**config.mk**
```make
export PLATFORM = sky130hd
export DESIGN_NAME = tcpc_goodcrc_tx
export DESIGN_NICKNAME = d
export VERILOG_FILES = /design/src/rtl/tcpc_goodcrc_tx.sv
export SDC_FILE = /design/constraint.sdc
export NUM_CORES = 1
export LEC_CHECK = 0
export CORE_MARGIN = 5
export CORE_UTILIZATION = 40
export CTS_CLUSTER_SIZE = 14
export DETAILED_ROUTE_END_ITERATION = 7
export HOLD_SLACK_MARGIN = 0.06
export PLACE_DENSITY_LB_ADDON = 0.05
export SETUP_SLACK_MARGIN = 0.3
export SYNTH_ARGS = -nofsm -noshare
export SYNTH_HDL_FRONTEND = slang
export SYNTH_SLANG_ARGS = --single-unit
```
**constraint.sdc**
```tcl
create_clock -name clk -period 4.05 [get_ports clk]
set_clock_uncertainty 0.05 [all_clocks]
set_input_delay 1.0125 -clock clk [delete_from_list [all_inputs] [get_ports clk]]
set_output_delay 1.0125 -clock clk [all_outputs]
set_load 0.05 [all_outputs]
```
**src/rtl/tcpc_goodcrc_tx.sv**
```systemverilog
// GoodCRC transmit stage: builds the 2-byte GoodCRC header, streams it to the PHY and reports complete/discard to rx.
// Header latched on request; low byte first; all outputs registered.
module tcpc_goodcrc_tx #(
    parameter logic [1:0]  SPEC_REV     = 2'b10,
    parameter int unsigned IDLE_TIMEOUT = 64,
    parameter int unsigned DONE_TIMEOUT = 255
) (
    input  logic       clk,
    input  logic       reset_L,
    input  logic       Send_GoodCRC_message_to_PHY,
    input  logic [2:0] msg_id,
    input  logic       port_power_role,
    input  logic       port_data_role,
    input  logic       bus_idle,
    input  logic       message_received_from_phy,
    input  logic       phy_tx_ready,
    input  logic       phy_tx_done,
    output logic       phy_tx_valid,
    output logic [7:0] phy_tx_data,
    output logic       phy_tx_last,
    output logic       GoodCRC_Transmission_complete,
    output logic       GoodCRC_Message_discarded_bus_Idle,
    output logic       busy
);

    typedef enum logic [2:0] {
        S_IDLE,
        S_WAIT_IDLE,
        S_SEND_LO,
        S_SEND_HI,
        S_WAIT_DONE
    } state_t;

    localparam logic [7:0] IDLE_LAST = 8'(IDLE_TIMEOUT - 1);
    localparam logic [7:0] DONE_LAST = 8'(DONE_TIMEOUT - 1);

    state_t      state_q;
    logic [15:0] hdr_q;
    logic [15:0] hdr_d;
    logic [7:0]  cnt_q;
    logic        valid_q;
    logic [7:0]  data_q;
    logic        last_q;
    logic        complete_q;
    logic        discard_q;
    logic        busy_q;

    // GoodCRC control message: zero data objects, extended bit clear.
    assign hdr_d = {1'b0, 3'b000, msg_id, port_power_role, SPEC_REV, port_data_role, 5'b00001};

    always_ff @(posedge clk or negedge reset_L) begin
        if (!reset_L) begin
            state_q    <= S_IDLE;
            hdr_q      <= 16'h0000;
            cnt_q      <= 8'h00;
            valid_q    <= 1'b0;
            data_q     <= 8'h00;
            last_q     <= 1'b0;
            complete_q <= 1'b0;
            discard_q  <= 1'b0;
            busy_q     <= 1'b0;
        end else begin
            complete_q <= 1'b0;
            discard_q  <= 1'b0;
            case (state_q)
                S_IDLE: begin
                    if (Send_GoodCRC_message_to_PHY) begin
                        hdr_q   <= hdr_d;
                        cnt_q   <= 8'h00;
                        busy_q  <= 1'b1;
                        state_q <= S_WAIT_IDLE;
                    end
                end
                S_WAIT_IDLE: begin
                    // A new incoming message preempts the GoodCRC even if the bus looks idle.
                    if (message_received_from_phy) begin
                        discard_q <= 1'b1;
                        busy_q    <= 1'b0;
                        state_q   <= S_IDLE;
                    end else if (bus_idle) begin
                        valid_q <= 1'b1;
                        data_q  <= hdr_q[7:0];
                        last_q  <= 1'b0;
                        state_q <= S_SEND_LO;
                    end else if (cnt_q == IDLE_LAST) begin
                        discard_q <= 1'b1;
                        busy_q    <= 1'b0;
                        state_q   <= S_IDLE;
                    end else begin
                        cnt_q <= cnt_q + 8'd1;
                    end
                end
                S_SEND_LO: begin
                    if (phy_tx_ready) begin
                        data_q  <= hdr_q[15:8];
                        last_q  <= 1'b1;
                        state_q <= S_SEND_HI;
                    end
                end
                S_SEND_HI: begin
                    if (phy_tx_ready) begin
                        valid_q <= 1'b0;
                        data_q  <= 8'h00;
                        last_q  <= 1'b0;
                        cnt_q   <= 8'h00;
                        state_q <= S_WAIT_DONE;
                    end
                end
                S_WAIT_DONE: begin
                    if (phy_tx_done) begin
                        complete_q <= 1'b1;
                        busy_q     <= 1'b0;
                        state_q    <= S_IDLE;
                    end else if (cnt_q == DONE_LAST) begin
                        discard_q <= 1'b1;
                        busy_q    <= 1'b0;
                        state_q   <= S_IDLE;
                    end else begin
                        cnt_q <= cnt_q + 8'd1;
                    end
                end
                default: begin
                    valid_q <= 1'b0;
                    data_q  <= 8'h00;
                    last_q  <= 1'b0;
                    busy_q  <= 1'b0;
                    state_q <= S_IDLE;
                end
            endcase
        end
    end

    assign phy_tx_valid                       = valid_q;
    assign phy_tx_data                        = data_q;
    assign phy_tx_last                        = last_q;
    assign GoodCRC_Transmission_complete      = complete_q;
    assign GoodCRC_Message_discarded_bus_Idle = discard_q;
    assign busy                               = busy_q;

endmodule

```
==> results.json <==
{
  "r2r_end": "cnt_q[6]$_DFFE_PN0P_",
  "n_antenna_cell": 0,
  "grt_pass1_vias": 1122,
  "via_per_inst": 5.19,
  "ff2ff_path_depth": 5,
  "cp_max_fo": 10,
  "fillers": 344,
  "r2r_start": "state_q[2]$_DFFE_PN0P_",
  "clock-sinks": 28,
  "min_path_cells": 2,
  "timing.final.ws_setup_ps": 1280,
  "overflow": 0,
  "netlist_instances": 146,
  "die_h_um": 70.9,
  "clock_path_buffers": 2,
  "setup-tns-final_ps": 0,
  "period_minus_slack_ps": 2770,
  "cpMaxStageDelayCell": "or4b_4",
  "postCtsHoldBufs": 0,
  "max_freq_ghz": 0.361,
  "crit_required_ps": 4180,
  "final_common_cell": "dfrtp_1",
  "path_cells": "clkdlybuf4s50_1, or4b_4, o311ai_4, o211ai_4, or2_1, o31ai_2",
  "power_mw": 1.30,
  "drcViolationCount": 0,
  "hold_path_class": "reg2reg",
  "postCtsResizedCells": 0,
  "route.met3.wl_um": 121,
  "finalSetupViolCount": 0,
  "maxSlewHeadroom_pct": 47.2,
  "synth_seq_cells": 28,
  "worstHoldStart": "hdr_q[5]$_DFFE_PN0P_",
  "drt_iter0_markers": 85,
  "coreArea_um2": 3630,
  "grtUsageTotal_pct": 13.0,
  "start_util_pct": 40.9,
  "max_stage_delay_ps": 520,
  "hold_end": "phy_tx_data[5]$_DFFE_PN0P_",
  "root_buffer": "clkbuf_8",
  "slew_violations": 0,
  "cpLargestDelayFamily": "simple AND/OR/NAND/NOR gates",
  "hpwl_mm": 2.09,
  "hold_violations": 0,
  "utilization_pct": 49.4,
  "htree_levels": 1,
  "irDropWorstVdd_v": 0.000265,
  "die_area_um2": 5030,
  "rrSetupSlack_ps": 1740,
  "drt_wl_total_mm": 2.91,
  "dp.cells": 210,
  "maxCapViolCount": 0,
  "placed_area_um2": 1720,
  "fin_crit_sh_pct": 68.4,
  "areaGrowthSynthToFinish_pct": 20.8,
  "wl_met2_mm": 1.33,
  "clk_latency_ps": 270,
  "cts_inserted_buffers": 3,
  "path_clk_slew_ps": 100,
  "nNetsFinal": 181,
  "place_congestion": 0.816,
  "pre_cts_ws_ps": 998,
  "final_cell_mix": "dfrtp_1 (28), clkdlybuf4s50_1 (22), o21ai_0 (19)",
  "synth_ff_type": "dfrtp_1",
  "power_density_nw_per_um2": 724,
  "synth_edf_count": 0,
  "io_pins": 25,
  "synth_cell_types": 37,
  "multi_input_area_um2": 701,
  "dr.pass1.iters": 4,
  "worst_hold_slack_ps": 453,
  "postRouteAntennaNets": 0,
  "seq_area_frac_synth_pct": 47.2,
  "cp_num_buf_inv": 1,
  "yosys_warnings": 0,
  "tightest_slew_ps": 790,
  "layout-drive-gt1-share_pct": 13.9,
  "top_layer_used": "met4",
  "stdcell_area_um2": 1790,
  "syn-mean-instance-area_um2": 10.2,
  "leakagePower_nw": 0.731,
  "postCtsSetupBuffers": 0,
  "setup.worst_path.class": "in2reg",
  "cp.arrival_ps": 2900,
  "rsz0062_at_grt": "false",
  "grt_pass1_wl_mm": 5.32,
  "vias": 1110,
  "met1_length_mm": 1.42,
  "startpoint_type": "primary input",
  "antenna_found_initial": 0,
  "ff_latch_area_um2": 701,
  "synth_area_um2": 1490,
  "postSynth.asyncResetShare_pct": 100,
  "critPathCaptureType": "register",
  "wl_per_cell_um": 13.6,
  "grt_max_degree": 29,
  "fin_cells": 214,
  "cts_tree": "built",
  "status": "completed",
  "fp.dieW_um": 70.9,
  "row_count": 22,
  "portBuffers": 22
}
-- worst reg2reg max path, delay by kind of cell (launching register included) --
kind | cells | cell delay, ps
simple gates | 2 | 950
flops | 1 | 700
compound gates | 3 | 540
-- cell type report --
| type | count | share of cell area, % |
|---|---|---|
| clock buffer | 3 | 2.30 |
| clock inverter | 1 | 1.67 |
| inverter | 7 | 1.46 |
| multi-input combinational | 103 | 39.1 |
| sequential | 28 | 39.1 |
| tap | 48 | 3.35 |
| timing repair buffer | 24 | 13.1 |
-- cell usage after synthesis (3+ instances only) --
master | count | area share, %
inv_1 | 7 | 1.8
dfrtp_1 | 28 | 47
buf_4 | 3 | 1.5
and3_1 | 3 | 1.3
nand3_1 | 7 | 2.4
a21oi_1 | 5 | 1.7
nor2b_1 | 6 | 2.5
mux2_2 | 6 | 4.5
clkbuf_1 | 3 | 0.76
o31ai_2 | 5 | 4.2
nand2b_1 | 5 | 2.1
o21ai_0 | 19 | 6.4
nand2_1 | 11 | 2.8
nor2_1 | 9 | 2.3
-- registers in the layout (all words and copies together) (netlist names) --
name / count
cnt_q: 8
hdr_q: 6
phy_tx_data: 6
state_q: 3
GoodCRC_Message_discarded_bus_Idle: 1
GoodCRC_Transmission_complete: 1
busy: 1
phy_tx_last: 1
phy_tx_valid: 1
-- metal layers --
metal  vias to the layer above  track usage (%)
met5                         -                0
met4                         0             3.13
met3                         5             2.27
met2                        25             20.5
met1                       528             18.5
li1                        552                -
-- power breakdown --
group | internal, mW | total, mW | switching [mW]
Clock | 0.132 | 0.218 | 0.0860
Combinational | 0.238 | 0.619 | 0.381
Sequential | 0.368 | 0.461 | 0.0931
-- logic make-up (layout without fill, tap and decap cells) --
group | count (synthesis) | count (layout) | synth area share, %
and+or+nand+nor | 51 | 51 | 19.1
AOI/OAI and AO/OA | 40 | 40 | 20.1
DFF | 28 | 28 | 47.2
buffers and inverters | 16 | 35 | 5.90
muxes | 6 | 6 | 4.55
adders and majority gates | 2 | 2 | 1.68
xor gates and xnor gates | 2 | 2 | 1.18
other | 1 | 2 | 0.252
-- how the worst max path moves through the flow --
stage                start                   end  slack [ps]  cells past startpoint
6_report       phy_tx_done  cnt_q[6]$_DFFE_PN0P_        1280                      6
2_1_floorplan  phy_tx_done  cnt_q[3]$_DFFE_PN0P_        1600                      6
3_5_place_dp   phy_tx_done  cnt_q[6]$_DFFE_PN0P_        1000                      6
5_1_grt        phy_tx_done  cnt_q[6]$_DFFE_PN0P_        1180                      6
4_1_cts        phy_tx_done  cnt_q[6]$_DFFE_PN0P_        1280                      6
3_3_place_gp   phy_tx_done  cnt_q[6]$_DFFE_PN0P_        1070                      6
Power figures use the tool's default switching activity.
